## src/rtl/yf_imem_arbiter.sv

```systemverilog
// rtl/yf_imem_arbiter.sv - instruction memory arbiter between CPU fetch and loader/debug port
module yf_imem_arbiter #(
  parameter int AW        = 16,
  parameter int DW        = 16,
  parameter int MAX_BURST = 8
) (
  input  logic          clk,
  input  logic          rst,
  // CPU fetch port (read-only)
  input  logic          c_req,
  input  logic [AW-1:0] c_addr,
  output logic          c_gnt,
  output logic          c_rvalid,
  output logic [DW-1:0] c_rdata,
  // loader / host debug port
  input  logic          l_req,
  input  logic          l_we,
  input  logic [AW-1:0] l_addr,
  input  logic [DW-1:0] l_wdata,
  input  logic          l_lock,
  output logic          l_gnt,
  output logic          l_rvalid,
  output logic [DW-1:0] l_rdata,
  // single-port memory
  output logic          mem_en,
  output logic          mem_we,
  output logic [AW-1:0] mem_addr,
  output logic [DW-1:0] mem_wdata,
  input  logic [DW-1:0] mem_rdata
);

  typedef enum logic {
    ST_RR   = 1'b0,
    ST_LOCK = 1'b1
  } state_t;

  localparam logic [7:0] BURST_MAX = 8'(MAX_BURST);

  state_t     state_q, state_d;
  logic       last_win_q, last_win_d;   // 1: loader won the last grant
  logic [7:0] burst_cnt_q, burst_cnt_d;

  // Grant selection and next arbitration state; nothing is granted during reset
  always_comb begin
    c_gnt       = 1'b0;
    l_gnt       = 1'b0;
    state_d     = state_q;
    last_win_d  = last_win_q;
    burst_cnt_d = burst_cnt_q;
    if (!rst) begin
      if (state_q == ST_LOCK && l_lock) begin
        // Locked burst: loader keeps the port until the burst limit is hit
        // while the CPU is waiting, then the CPU gets exactly one slot.
        if (l_req && (burst_cnt_q < BURST_MAX || !c_req)) begin
          l_gnt = 1'b1;
          if (burst_cnt_q < BURST_MAX) begin
            burst_cnt_d = burst_cnt_q + 8'd1;
          end
        end else if (c_req) begin
          c_gnt = 1'b1;
          if (l_req) begin
            burst_cnt_d = 8'd0;
          end
        end
      end else begin
        // Round-robin; a dropped lock falls through here in the same cycle
        state_d     = ST_RR;
        burst_cnt_d = 8'd0;
        if (c_req && l_req) begin
          if (last_win_q) begin
            c_gnt = 1'b1;
          end else begin
            l_gnt = 1'b1;
          end
        end else begin
          c_gnt = c_req;
          l_gnt = l_req;
        end
        if (l_gnt && l_lock) begin
          state_d     = ST_LOCK;
          burst_cnt_d = 8'd1;
        end
      end
      if (c_gnt) begin
        last_win_d = 1'b0;
      end else if (l_gnt) begin
        last_win_d = 1'b1;
      end
    end
  end

  // Memory request mux; the CPU side never writes
  always_comb begin
    mem_en    = c_gnt | l_gnt;
    mem_we    = l_gnt & l_we;
    mem_addr  = l_gnt ? l_addr : c_addr;
    mem_wdata = l_wdata;
  end

  // Read data follows the memory directly; rvalid qualifies the owner
  always_comb begin
    c_rdata = mem_rdata;
    l_rdata = mem_rdata;
  end

  // Arbitration state and one-cycle read-return tracking
  always_ff @(posedge clk) begin
    if (rst) begin
      state_q     <= ST_RR;
      last_win_q  <= 1'b1;
      burst_cnt_q <= 8'd0;
      c_rvalid    <= 1'b0;
      l_rvalid    <= 1'b0;
    end else begin
      state_q     <= state_d;
      last_win_q  <= last_win_d;
      burst_cnt_q <= burst_cnt_d;
      c_rvalid    <= c_gnt;
      l_rvalid    <= l_gnt & ~l_we;
    end
  end

endmodule

```

## config.mk

```make
export PLATFORM = sky130hd
export DESIGN_NAME = yf_imem_arbiter
export DESIGN_NICKNAME = d
export VERILOG_FILES = /design/src/rtl/yf_imem_arbiter.sv
export SDC_FILE = /design/constraint.sdc
export NUM_CORES = 1
export LEC_CHECK = 0
export CAP_MARGIN = 30
export CELL_PAD_IN_SITES_DETAIL_PLACEMENT = 0
export CELL_PAD_IN_SITES_GLOBAL_PLACEMENT = 1
export CORE_MARGIN = 5
export CORE_UTILIZATION = 17
export DETAILED_ROUTE_END_ITERATION = 7
export MAX_ROUTING_LAYER = met4
export PLACE_DENSITY_LB_ADDON = 0.1
export SYNTH_ARGS = -nofsm -noshare
export SYNTH_HDL_FRONTEND = slang
export SYNTH_SLANG_ARGS = --single-unit
export TNS_END_PERCENT = 30
```

## constraint.sdc

```tcl
create_clock -name clk -period 2.7 [get_ports clk]
set_clock_uncertainty 0.05 [all_clocks]
set_input_delay 0.405 -clock clk [delete_from_list [all_inputs] [get_ports clk]]
set_output_delay 0.405 -clock clk [all_outputs]
set_load 0.1 [all_outputs]
```

# Word level (Yosys, flattened, before mapping)

Cells that the tools add are included.
W data, S select, Z words.

Add/sub/neg operators: 1
$lt $le $gt $ge: 1
Equality and inequality tests: 3
Muxes and demuxes: 25
Bitwise operators: 4
Reduce and logical (&&, ||, !) cells: 8

Operators with widths:

| operator              | number |
|---|---|
| $mux W8               | 5 |
| $mux W1               | 19 |
| $mux W16              | 1 |
| $add A8 B1 Y8 const B | 1 |
| $lt A8 B4 Y1 const B  | 1 |
| $ne A3 B2 Y1 const B  | 2 |
| $logic_and A1 B1 Y1   | 4 |
| $ne A3 B3 Y1 const B  | 1 |
| $reduce_and A3 Y1     | 1 |
| $and A1 B1 Y1         | 2 |
| $reduce_bool A2 Y1    | 1 |
| $logic_not A1 Y1      | 1 |
| $logic_or A1 B1 Y1    | 1 |
| $not A1 Y1            | 1 |
| $or A1 B1 Y1          | 1 |

Flip-flop bits (word level): 12

# Longest topological paths before layout

Depth in word-level cells: 8
Mapped depth: 7
Depth with buffers taken out: 5

# Worst setup path after synthesis

No wires, ideal clock.

Kind: register to output
From: register state_q
To: output c_gnt
Data arrival time: 2976 ps
Data required time: 2245 ps
Setup slack: -731 ps
Cell stages (with the launch flop): 5
Path buffers: 1
Cell sequence: dfxtp_1 buf_2 a21o_1 o21ai_0 a211oi_1

Cells in the longest elaborated chain, start to end: 4

RTL lines:

| what                   | RTL line | RTL |
|---|---|---|
| start, declared        | 39       | `state_t state_q, state_d;` |
| start signal, assigned | 115      | `state_q <= state_d;` |
| $logic_and A1 B1 Y1    | 51       | `if (state_q == ST_LOCK && l_lock) begin` |
| $mux W1                | 51       |  |
| $mux W1 (2 in series)  | 50       | `if (!rst) begin` |
| end, declared          | 12       | `output logic c_gnt,` |

No other way between the ends. The select of a mux whose other input is x is not followed.

# Final worst setup path

From: register burst_cnt_q[4]
To: output mem_addr[10]

Cells in the longest elaborated chain, start to end: 8

RTL lines:

| what                   | RTL line | RTL |
|---|---|---|
| start, declared        | 41       | `logic [7:0] burst_cnt_q, burst_cnt_d;` |
| start signal, assigned | 117      | `burst_cnt_q <= burst_cnt_d;` |
| $lt A8 B4 Y1           | 54       | `if (l_req && (burst_cnt_q < BURST_MAX \|\| !c_req)) begin` |
| $logic_or A1 B1 Y1     | 54       |  |
| $logic_and A1 B1 Y1    | 54       |  |
| $mux W1                | 54       |  |
| $mux W1                | 51       |  |
| $mux W1 (2 in series)  | 50       |  |
| $mux W16               | 96       | `mem_addr = l_gnt ? l_addr : c_addr;` |
| end, declared          | 27       | `output logic [AW-1:0] mem_addr,` |

No other way between the ends. The select of a mux whose other input is x is not followed.

==> flow_summary.toml <==
[drt]
drt_iter0_drc = 10
wl_mm = 3.93
ant_nets = 0
vias = 1011
first_pass_iters = 4
viasPerCell = 4.03
routedWlPerCell_um = 15.6
drc = 0

[critical_path]
worst_setup_path_end_kind = "output pin"
path_buf_inv = 2
crit_family = "simple AND/OR/NAND/NOR gates"
arrival_ns = 2.28
crit_chain = "or3_4 -> o211a_1 -> or3b_4 -> buf_12 -> mux2_4 -> buf_12"
crit_type = "flip-flop to output pin"
critPathMaxFanout = 18
max_stage_delay_ns = 0.40
critPathLaunchType = "flip-flop"
worstPathRequired_ns = 2.25
path_common_cell = "buf_12"
crit_slowest_cell = "or3_4"

[logic_synthesis]
ys_ff_latch = 12
avgSynthCellArea_sq_um = 8.73
ys_seq_area_frac = 0.198
async_flop_share = 0
postSynthNetCount = 210
ys_warn_count = 0
netlist_area_sq_mm = 0.00121
syn_inst = 139
synth_edf_count = 0
synthDistinctLibCells = 35
ys.flop_type = "dfxtp_1"

[timing]
slew_headroom = 0.531
hold_viol_final = 0
timing.final.ws_setup_ns = -0.0335
finalSetupViolations = 16
fin_crit_sh = 1.01
fin_worst_hold_slack_ns = 0.449
worst-slew-pin-transition_ns = 0.698
setup-tns-final_ns = -0.283
rsz0062_at_grt = "yes"
period_needed_ns = 2.73
max_freq_mhz = 366
slew_violations = 0

[job]
drv_cap = 0

[grt]
gr-total-overflow = 0
antenna_found_initial = 0
grt_pass1_wl_mm = 5.53
track_usage = 0.0831
grt_pass1_vias = 1053
grt_max_degree = 19

[cells_and_area]
ff_latch_area_sq_um = 244
final_area_sq_mm = 0.00184
fill_cells = 731
layout-drive-gt1-share = 0.355
final_common_cell = "clkdlybuf4s50_1"
multi_input_area_sq_um = 561
nNetsFinal = 227
finalNonFillerCells = 251
mostFrequentLayoutCells = "36 x clkdlybuf4s50_1, 21 x buf_12, 9 x mux2_2, 9 x nor2_1, 9 x dfxtp_1"
diodes = 0
area_growth_pct = 51.3

[power]
p_leak_nw = 0.721
ir_drop_mv = 0.195
powerDensity_mw_per_mm2 = 437

[floorplan]
fp.dieH_um = 94.5
num_io_pins = 140
num_rows = 30
die_w_um = 94.5
core_area_sq_mm = 0.00687
initial_core_util = 0.177
dieArea_sq_mm = 0.00893

[place]
pre_cts_ws_ns = -0.157
io_buffers = 59
postPlaceCellArea_sq_mm = 0.00177
place_hpwl_mm = 3.25
placed_cells = 246
globalplace.congestion = 0.747

[clock_tree]
cts_sinks = 12
cts_buffers = 3
clockBufferDepth = 2
h-tree-depth = 1
cts_tree = "done"
cts.clk_slew.worst_paths_ns = 0.06
cts_hold_buf = 0
clock-root-buffer = "clkbuf_8"
clock_latency_ns = 0.25

[run_status]
status = "complete, but fails checks"
violations = "setup timing"

[min_path]
hold_path.class = "flip-flop to flip-flop"
[worst paths after layout]
check / startpoint / slack, ns / to / cells after the start
hold reg to reg: burst_cnt_q[1]$_SDFFE_PP0P_ / 0.45 / burst_cnt_q[1]$_SDFFE_PP0P_ / 2
setup / recovery: burst_cnt_q[4]$_SDFFE_PP0P_ / -0.03 / mem_addr[10] / 6
setup reg to reg: burst_cnt_q[4]$_SDFFE_PP0P_ / 0.79 / burst_cnt_q[7]$_SDFFE_PP0P_ / 4
hold / removal: burst_cnt_q[1]$_SDFFE_PP0P_ / 0.45 / burst_cnt_q[1]$_SDFFE_PP0P_ / 2
[flip-flops by register name, indices dropped and copies added, names as in the netlist]
register,count
state_q,1
c_rvalid,1
l_rvalid,1
last_win_q,1
burst_cnt_q,8
[per-stage QoR]
stage | utilization | power (mW)
global route | 0.267 | 0.829
floorplan | - | 0.763
finish | 0.267 | 0.803
detailed placement | 0.258 | 0.604
CTS | 0.267 | 0.816
global placement | 0.258 | 0.604
[area by class of cell]
type	instances	area share
multi-input cells	70	0.305
inverters	4	0.00817
well taps	96	0.0654
clock buffers	4	0.0300
flip-flops and latches	12	0.133
repair buffers	65	0.458
[worst min-delay path: cells and delay by family, from the launching register on]
| family | cells | cell delay, ns |
|---|---|---|
| and+or+nand+nor | 1 | 0.06 |
| DFF | 1 | 0.33 |
| AOI/OAI and AO/OA | 1 | 0.06 |
[synthesized netlist by cell type, types with 2 or more instances]
cell	n	area, sq um
nor3_1	2	10.0
mux2_4	7	105
nand3_1	3	15.0
o21ai_0	4	20.0
a211oi_1	2	15.0
a41oi_1	2	17.5
buf_4	48	360
a31oi_1	3	18.8
nand2_1	8	30.0
xnor2_1	2	17.5
buf_2	2	10.0
a21oi_1	3	15.0
dfxtp_1	12	240
mux2_2	9	101
nor2_1	9	33.8
inv_1	4	15.0
[logic make-up after synthesis]
kind of cell	synth area share
buf+inv	0.346
simple gates	0.135
compound gates	0.118
mux	0.178
flops	0.198
xor+xnor	0.0144
fa+ha+maj	0.0103
[per-layer routing]
metal / share of wire / track usage / wire [um] / vias to the layer above
li1: - / - / - / 462
met5: 0 / - / 0 / -
met4: 0.024 / 0.0349 / 95 / 0
met1: 0.38 / 0.0845 / 1480 / 446
met2: 0.43 / 0.131 / 1680 / 82
met3: 0.17 / 0.0486 / 671 / 21
[where the power goes]
part / internal (mW) / leakage (nW) / switching, mW
sequential: 0.181 / 0.0990 / 0.00479
clock: 0.129 / 0.0288 / 0.0748
combinational: 0.174 / 0.593 / 0.239
total: 0.484 / 0.721 / 0.319
[what timing repair did]
item                       CTS  global route
cloned                       0             0
resized for setup            3             2
setup endpoints to repair   17            18
buffers inserted             1             0
pin swaps                    1             0
Power figures use the tool's default switching activity.
